===== src/rtl/enemy_direction_gen.sv =====
// Autonomous enemy direction driver: LFSR-timed walks/pauses on player-style key lines plus a periodic bomb strobe.
// Optional chase steering toward the target is enabled with the ENEMY_CHASE_EN macro.
module enemy_direction_gen #(
    parameter logic [15:0] SEED               = 16'hACE1,
    parameter int          MIN_RUN_FRAMES     = 16,
    parameter logic [5:0]  RUN_MASK           = 6'h1F,
    parameter int          PAUSE_FRAMES       = 8,
    parameter int          BOMB_PERIOD_FRAMES = 120
) (
    input  logic               clk,
    input  logic               resetN,
    input  logic               startOfFrame,
    input  logic               collision,
    input  logic [2:0]         HitEdgeCode,
    input  logic signed [10:0] selfX,
    input  logic signed [10:0] selfY,
    input  logic signed [10:0] targetX,
    input  logic signed [10:0] targetY,
    output logic               up_direction_key,
    output logic               down_direction_key,
    output logic               left_direction_key,
    output logic               right_direction_key,
    output logic               drop_bomb
);

    localparam logic [15:0] SEED_EFF  = (SEED == 16'h0000) ? 16'h0001 : SEED;
    localparam logic [8:0]  MIN_RUN   = 9'(MIN_RUN_FRAMES);
    localparam logic [7:0]  PAUSE_LD  = 8'(PAUSE_FRAMES);
    localparam logic [9:0]  BOMB_LAST = 10'(BOMB_PERIOD_FRAMES - 1);

    typedef enum logic [1:0] {IDLE_ST, CHOOSE_ST, WALK_ST, PAUSE_ST} state_t;

    state_t      r_state;
    logic [15:0] r_lfsr;
    logic [1:0]  r_dir;
    logic [1:0]  r_blocked_dir;
    logic        r_blocked;
    logic        r_hit_pend;
    logic [8:0]  r_run_cnt;
    logic [7:0]  r_pause_cnt;
    logic [9:0]  r_bomb_cnt;
    logic [3:0]  r_keys;
    logic        r_bomb;

    logic [15:0] w_lfsr_next;
    logic        w_edge_match;
    logic        w_hit;
    logic [1:0]  w_rand_dir;
    logic [1:0]  w_new_dir;
    logic [8:0]  w_run_load;

    assign w_lfsr_next = {r_lfsr[14:0], r_lfsr[15] ^ r_lfsr[13] ^ r_lfsr[12] ^ r_lfsr[10]};

    // Corner hits (code 4) block every direction; other codes block only the side being walked into.
    always_comb begin
        w_edge_match = 1'b0;
        case (r_dir)
            2'd0: w_edge_match = (HitEdgeCode == 3'd3) || (HitEdgeCode == 3'd4);
            2'd1: w_edge_match = (HitEdgeCode == 3'd0) || (HitEdgeCode == 3'd4);
            2'd2: w_edge_match = (HitEdgeCode == 3'd1) || (HitEdgeCode == 3'd4);
            2'd3: w_edge_match = (HitEdgeCode == 3'd2) || (HitEdgeCode == 3'd4);
            default: w_edge_match = 1'b0;
        endcase
    end

    assign w_hit      = r_hit_pend | (collision & w_edge_match);
    assign w_rand_dir = (r_blocked && (r_lfsr[1:0] == r_blocked_dir)) ? (r_lfsr[1:0] + 2'd1) : r_lfsr[1:0];
    assign w_run_load = MIN_RUN + {3'b000, r_lfsr[7:2] & RUN_MASK};

`ifdef ENEMY_CHASE_EN
    logic signed [11:0] w_dx;
    logic signed [11:0] w_dy;
    logic [11:0]        w_adx;
    logic [11:0]        w_ady;
    logic [1:0]         w_chase_dir;

    assign w_dx  = {targetX[10], targetX} - {selfX[10], selfX};
    assign w_dy  = {targetY[10], targetY} - {selfY[10], selfY};
    assign w_adx = w_dx[11] ? 12'(-w_dx) : 12'(w_dx);
    assign w_ady = w_dy[11] ? 12'(-w_dy) : 12'(w_dy);
    assign w_chase_dir = (w_adx >= w_ady) ? ((w_dx > 12'sd0) ? 2'd3 : 2'd2)
                                          : ((w_dy > 12'sd0) ? 2'd1 : 2'd0);
    assign w_new_dir = ((r_blocked && (w_chase_dir == r_blocked_dir)) || (w_dx == 12'sd0 && w_dy == 12'sd0))
                       ? w_rand_dir : w_chase_dir;
`else
    logic w_unused_chase;
    assign w_unused_chase = ^{selfX, selfY, targetX, targetY};
    assign w_new_dir      = w_rand_dir;
`endif

    always_ff @(posedge clk or negedge resetN) begin
        if (!resetN) begin
            r_lfsr <= SEED_EFF;
        end else if (startOfFrame) begin
            r_lfsr <= w_lfsr_next;
        end
    end

    // Bomb cadence is frame-based and independent of the walk state, apart from idling before the first frame.
    always_ff @(posedge clk or negedge resetN) begin
        if (!resetN) begin
            r_bomb_cnt <= '0;
            r_bomb     <= 1'b0;
        end else begin
            r_bomb <= 1'b0;
            if (startOfFrame && (r_state != IDLE_ST)) begin
                if (r_bomb_cnt == BOMB_LAST) begin
                    r_bomb_cnt <= '0;
                    r_bomb     <= 1'b1;
                end else begin
                    r_bomb_cnt <= r_bomb_cnt + 10'd1;
                end
            end
        end
    end

    always_ff @(posedge clk or negedge resetN) begin
        if (!resetN) begin
            r_state       <= IDLE_ST;
            r_dir         <= 2'd0;
            r_blocked_dir <= 2'd0;
            r_blocked     <= 1'b0;
            r_hit_pend    <= 1'b0;
            r_run_cnt     <= '0;
            r_pause_cnt   <= '0;
            r_keys        <= '0;
        end else begin
            case (r_state)
                IDLE_ST: begin
                    r_keys <= '0;
                    if (startOfFrame) r_state <= CHOOSE_ST;
                end
                CHOOSE_ST: begin
                    r_dir      <= w_new_dir;
                    r_run_cnt  <= w_run_load;
                    r_blocked  <= 1'b0;
                    r_hit_pend <= 1'b0;
                    r_keys     <= 4'(4'b0001 << w_new_dir);
                    r_state    <= WALK_ST;
                end
                WALK_ST: begin
                    if (startOfFrame) begin
                        // A hit in the ending frame wins over run expiry.
                        if (w_hit) begin
                            r_blocked     <= 1'b1;
                            r_blocked_dir <= r_dir;
                            r_hit_pend    <= 1'b0;
                            r_keys        <= '0;
                            r_pause_cnt   <= PAUSE_LD;
                            r_state       <= PAUSE_ST;
                        end else if (r_run_cnt <= 9'd1) begin
                            r_run_cnt   <= '0;
                            r_keys      <= '0;
                            r_pause_cnt <= PAUSE_LD;
                            r_state     <= PAUSE_ST;
                        end else begin
                            r_run_cnt <= r_run_cnt - 9'd1;
                        end
                    end else if (w_hit) begin
                        r_hit_pend <= 1'b1;
                    end
                end
                PAUSE_ST: begin
                    r_keys <= '0;
                    if (startOfFrame) begin
                        if (r_pause_cnt <= 8'd1) begin
                            r_pause_cnt <= '0;
                            r_state     <= CHOOSE_ST;
                        end else begin
                            r_pause_cnt <= r_pause_cnt - 8'd1;
                        end
                    end
                end
                default: r_state <= IDLE_ST;
            endcase
        end
    end

    assign up_direction_key    = r_keys[0];
    assign down_direction_key  = r_keys[1];
    assign left_direction_key  = r_keys[2];
    assign right_direction_key = r_keys[3];
    assign drop_bomb           = r_bomb;

endmodule

===== config.mk =====
export PLATFORM = sky130hd
export DESIGN_NAME = enemy_direction_gen
export DESIGN_NICKNAME = d
export VERILOG_FILES = /design/src/rtl/enemy_direction_gen.sv
export SDC_FILE = /design/constraint.sdc
export NUM_CORES = 1
export LEC_CHECK = 0
export ABC_AREA = 1
export CAP_MARGIN = 30
export CORE_MARGIN = 2
export CORE_UTILIZATION = 45
export DETAILED_ROUTE_END_ITERATION = 10
export PLACE_DENSITY = 0.73
export SYNTH_ARGS = -nofsm -noshare
export SYNTH_HDL_FRONTEND = slang
export SYNTH_SLANG_ARGS = --single-unit

===== constraint.sdc =====
create_clock -name clk -period 1.8 [get_ports clk]
set_input_delay 0.36 -clock clk [delete_from_list [all_inputs] [get_ports clk]]
set_output_delay 0.36 -clock clk [all_outputs]
set_load 0.05 [all_outputs]

# Word level (Yosys, flattened, before mapping)
# Cells that the tools add are included.
dict set report totals {
  ff_bits 56
  output_inout_bits 5
  elab_cells 95
  in_bits 51
}
dict set report op_classes {
  n_shift 1
  magnitude_cmp 2
  bitwise_logic 5
  n_addsub 5
  reduce_logical 20
  n_mux 32
  eq_ne 19
}
# cell n
set op_table {}
lappend op_table {{2-to-1 mux 8 bit} 5}
lappend op_table {{2-to-1 mux 9 bit} 3}
lappend op_table {{one-hot mux 9 bit (2 select lines)} 1}
lappend op_table {{one-hot mux 8 bit (2 select lines)} 1}
lappend op_table {{2-to-1 mux 2 bit} 7}
lappend op_table {{2-to-1 mux 4 bit} 3}
lappend op_table {{inequality test 2 bit, second input constant} 6}
lappend op_table {{one-hot mux 4 bit (3 select lines)} 1}
lappend op_table {{adder 10 x 1 -> 10 bit, second input constant} 1}
lappend op_table {{equality test 10 x 7 -> 1 bit, second input constant} 1}
lappend op_table {{2-to-1 mux 10 bit} 1}
lappend op_table {{<= comparator 9 x 1 -> 1 bit, second input constant} 1}
lappend op_table {{AND reduction 3 bit} 3}
lappend op_table {{subtractor 9 x 1 -> 9 bit, second input constant} 1}
lappend op_table {{equality test 2 bit, second input constant} 4}
lappend op_table {{<= comparator 8 x 1 -> 1 bit, second input constant} 1}
lappend op_table {{one-hot mux 2 bit (4 select lines)} 1}
lappend op_table {{subtractor 8 x 1 -> 8 bit, second input constant} 1}
lappend op_table {{adder 5 x 5 -> 6 bit, first input constant} 1}
lappend op_table {{equality test 3 x 2 -> 1 bit, second input constant} 2}
lappend op_table {{2-to-1 mux 1 bit} 6}
lappend op_table {{nonzero test 2 bit} 3}
lappend op_table {{AND reduction 5 bit} 1}
lappend op_table {{equality test 2 x 1 -> 1 bit, second input constant} 2}
lappend op_table {{other kinds (18)} 27}

# Depth between registers and ports, before layout
dict set report depth {
  ltp_word 8
  depth_mapped 12
  mapped_depth_nobuf 12
}

# Worst setup path before layout
# No wires, ideal clock.
dict set report synth_timing {
  path_type {register to register}
  startpoint {register r_state[0]}
  endpoint {register r_blocked}
  arrival_ns 1.548
  setup_slack_ns 0.130
  n_path_buf 2
  synth_period_minus_slack_ns 1.670
  setup_ns 0.122
  path_stages_with_launch 11
  cell_sequence {dfrtp_1 inv_1 ha_1 buf_2 inv_2 nor2_1 a21oi_1 buf_2 nand2_1 nand2_1 nand2_1}
}
dict set report synth_via {
  elab_chain_cells 3
}
# item line_no
set synth_rtl {}
lappend synth_rtl {{start: declaration} 33} ;# state_t r_state;
lappend synth_rtl {{start signal: assignment} 119} ;# r_state <= IDLE_ST;
lappend synth_rtl {{start signal: assignment} 131} ;# if (startOfFrame) r_state <= CHOOSE_ST;
lappend synth_rtl {{start signal: assignment} 139} ;# r_state <= WALK_ST;
lappend synth_rtl {{equality test 2 bit / equality test 2 x 1 -> 1 bit (equally long branches)} 128} ;# case (r_state)
lappend synth_rtl {{inequality test 2 bit (no line) / nonzero test 2 bit (equally long branches)} -}
lappend synth_rtl {{AND reduction 3 bit (no line)} -}
lappend synth_rtl {{end signal: assignment} 122} ;# r_blocked <= 1'b0;
lappend synth_rtl {{end signal: assignment} 136} ;# r_blocked <= 1'b0;
lappend synth_rtl {{end signal: assignment} 145} ;# r_blocked <= 1'b1;
lappend synth_rtl {{end: declaration} 37} ;# logic r_blocked;
# Several ways; a longest one is shown, not always the timed one.
# A chain may end at the register's enable or synchronous reset.

# Final worst setup path
dict set report layout_timing {
  startpoint {register r_run_cnt[0]}
  endpoint {register r_pause_cnt[6]}
}
dict set report layout_via {
  elab_chain_cells 3
}
# item line_no
set layout_rtl {}
lappend layout_rtl {{start: declaration} 39} ;# logic [8:0] r_run_cnt;
lappend layout_rtl {{start signal: assignment} 135} ;# r_run_cnt <= w_run_load;
lappend layout_rtl {{start signal: assignment} 157} ;# r_run_cnt <= r_run_cnt - 9'd1;
lappend layout_rtl {{<= comparator 9 x 1 -> 1 bit} 151} ;# end else if (r_run_cnt <= 9'd1) begin
lappend layout_rtl {{inequality test 3 bit (no line)} -}
lappend layout_rtl {{AND reduction 4 bit (no line)} -}
lappend layout_rtl {{end signal: assignment} 170} ;# r_pause_cnt <= r_pause_cnt - 8'd1;
lappend layout_rtl {{end: declaration} 40} ;# logic [7:0] r_pause_cnt;
# Every way passes these cells.

==> out/results.ini <==
[sta]
fmax_mhz = 599
period_minus_slack_ns = 1.67
rsz0062_at_grt = no
setup_viol = 0
hold_ws_ns = 0.0288
maxSlewHeadroom_pct = 72.2
setup_tns_ns = 0
slew_violations = 0
fin_skew_ns = 0.00745
tightest_slew_ns = 0.414
fin_crit_sh_pct = 92.8
hold_viol_final = 0

[grt]
track_usage_pct = 15.8
overflow = 0
grt_max_degree = 57
grt_pass1_wl_microns = 9730
antenna_found_initial = 0
grt_pass1_vias = 2289

[power]
p_per_area_nw_per_um2 = 1680
peakVddDrop_mv = 0.609
leakage_nw = 1.71

[die]
dieArea_sq_um = 7560
ios = 56
initial_utilization_pct = 46.1
die_x_microns = 86.9
row_count = 30
core_area_sq_um = 6720
die_height_microns = 86.9

[routing]
viasPerCell = 5.08
drt-initial-drc-count = 167
ant_nets = 0
first_pass_iters = 4
routed_wl_microns = 5640
vias = 2495
wire_per_inst_microns = 11.5
drc = 0

[setup_path]
crit_buf_inv = 1
crit_start = r_run_cnt[0]$_DFFE_PN0P_
path_class = reg -> reg
startpoint_type = register
crit_slowest_cell = dfrtp_1
crit_family = simple AND/OR/NAND/NOR gates
crit_top_cell = nand2_4
path_cells = ha_1 -> nor2_2 -> nor2_4 -> nand2_4 -> nand2_4 -> inv_2 -> nand3_4 -> nand2_4 -> nand2_1 -> o21ai_2
critPathMaxStageDelay_ns = 0.45
rr_startpoint = r_run_cnt[0]$_DFFE_PN0P_
path_max_fanout = 16
critPathRequiredTime_ns = 2.04
arrival_ns = 1.91
end_kind = register

[logic_synthesis]
yosysWarnings = 0
synth_fp_nets = 440
synth-seq-area-share_pct = 45.6
synth.distinct_cells = 35
synth_top_area_share_pct = 38.8
synth_cells = 379
synth_top_cell_by_area = dfrtp_1
avgSynthCellArea_sq_um = 8.16
ys_ff_latch = 56
synthTopCellsByArea = dfrtp_1, nand2_1, dfstp_2
syn_area_sq_um = 3090

[placed_design]
place_area_sq_um = 3420
place_inst = 482
port-buffer-count = 11
gp_congestion = 0.833
dp_hpwl_microns = 4120

[clocking]
clockBufferDepth = 2
clk_pin_slew_ns = 0.10
cts_tree = done
clock-root-buffer = clkbuf_8
numCtsBuffers = 5
clk_latency_ns = 0.31
clock-sinks = 56
htreeDepth = 2

[layout]
finalNetCount = 471
final_util_pct = 52.4
area_delta_synth_final_pct = 13.9
final_area_sq_um = 3520
drive_gt1_share_pct = 20.9
n_antenna_cell = 0
instances_no_fill = 491
fillers = 624

[min_path]
hp-class = in -> async

[status]
status = finished, final reports clean

[job]
maxCapViolations = 0

[state kept, by name, indices dropped and copies added, names as in the netlist]
signal	count
r_hit_pend	1
r_bomb_cnt	10
r_run_cnt	9
r_dir	2
r_pause_cnt	8
r_blocked_dir	2
drop_bomb	1
r_blocked	1
r_lfsr	16
r_state	2
r_keys	4
[placed cells by master (no fill, tap or decap), types with 2 or more instances in the layout]
master	instances
nand2_1	103
dfrtp_1	48
inv_1	38
nand3_1	26
o21ai_0	23
buf_4	23
nor2_1	20
nand4_1	14
inv_2	9
ha_1	9
xnor2_1	8
o21ai_2	8
dfstp_2	8
nand2_2	6
o21ai_1	6
xor2_1	6
or2_2	5
clkbuf_8	5
clkdlybuf4s50_1	5
nor3_1	4
nor2_2	4
a21oi_1	4
nor2_4	3
nand2_4	3
o22ai_1	3
o21bai_1	2
nor3_2	2
buf_12	2
[cell usage after synthesis, drive strengths merged]
cell    number
a31o         1
a21oi        5
o21ai       37
xnor2        8
nor2        27
nand3       27
nor4         1
ha          10
dfrtp       48
and3         1
nand3b       1
nand4       14
nor3         6
o22ai        3
o21bai       2
buf          3
clkbuf       4
xor2         6
a31oi        1
o211ai       1
or2          5
nand2      112
dfstp        8
o31ai        1
inv         47
[final cells by class]
type | count | area (sq um) | area share (%)
Clock buffer | 5 | 68.8 | 1.95
Clock inverter | 3 | 22.5 | 0.639
Inverter | 47 | 176 | 5.01
Multi-Input combinational cell | 269 | 1480 | 41.9
Sequential cell | 56 | 1410 | 40.1
Tap cell | 80 | 100 | 2.84
Timing Repair Buffer | 31 | 268 | 7.60
[worst register-to-register path: stages (launching register included)]
cell,delay (ns)
dfrtp_1,0.45
ha_1,0.23
nor2_2,0.15
nor2_4,0.05
nand2_4,0.08
nand2_4,0.07
inv_2,0.07
nand3_4,0.12
nand2_4,0.22
nand2_1,0.10
o21ai_2,0.06
[power breakdown]
part | switching, W | internal [W] | total [W]
clock | 0.000424 | 0.000280 | 0.000704
sequential | 0.000394 | 0.00174 | 0.00213
combinational | 0.00186 | 0.00124 | 0.00310
total | 0.00268 | 0.00325 | 0.00593
[layer usage]
| metal | vias up | track usage [%] | routed length (microns) |
|---|---|---|---|
| met5 | - | 0 | 0 |
| met4 | 0 | 3.55 | 55 |
| met3 | 8 | 2.56 | 158 |
| met2 | 31 | 27.5 | 2690 |
| met1 | 1167 | 20.5 | 2730 |
| li1 | 1289 | - | - |
[stage by stage]
stage | total power (W) | setup WS, ns
6_report | 0.00593 | 0.130
5_1_grt | 0.00648 | 0.00667
4_1_cts | 0.00595 | 0.0759
3_5_place_dp | 0.00524 | -0.103
3_3_place_gp | 0.00512 | -0.101
2_1_floorplan | 0.00441 | 0.130
[worst paths after layout]
check | end | slack [ns] | cells past startpoint
max reg2reg | r_pause_cnt[6]$_DFFE_PN0P_ | 0.13 | 10
min in group clk | r_bomb_cnt[9]$_DFFE_PN0P_ | 0.47 | 1
max | r_pause_cnt[6]$_DFFE_PN0P_ | 0.13 | 10
max in group asynchronous | r_lfsr[11]$_DFFE_PN1P_ | 1.47 | 2
min reg2reg | r_bomb_cnt[9]$_DFFE_PN0P_ | 0.47 | 1
min | r_run_cnt[7]$_DFFE_PN0P_ | 0.03 | 2
[kinds of logic after synthesis]
kind of cell	count (synthesis)	synth area share [%]
adders and majority gates	10	4.04
xor gates and xnor gates	14	3.96
and+or+nand+nor	194	29.7
DFF	56	45.6
AOI/OAI and AO/OA	51	9.83
buffers and inverters	54	6.87
[timing repair]
| action | CTS | global route |
|---|---|---|
| hold buffers | 0 | 0 |
| resized for setup | 0 | 2 |
| hold endpoints to repair | 0 | 0 |
| setup buffers | 0 | 1 |
| endpoints found under the setup margin | 0 | 3 |
Note: power is estimated with default switching activity, not from simulation.
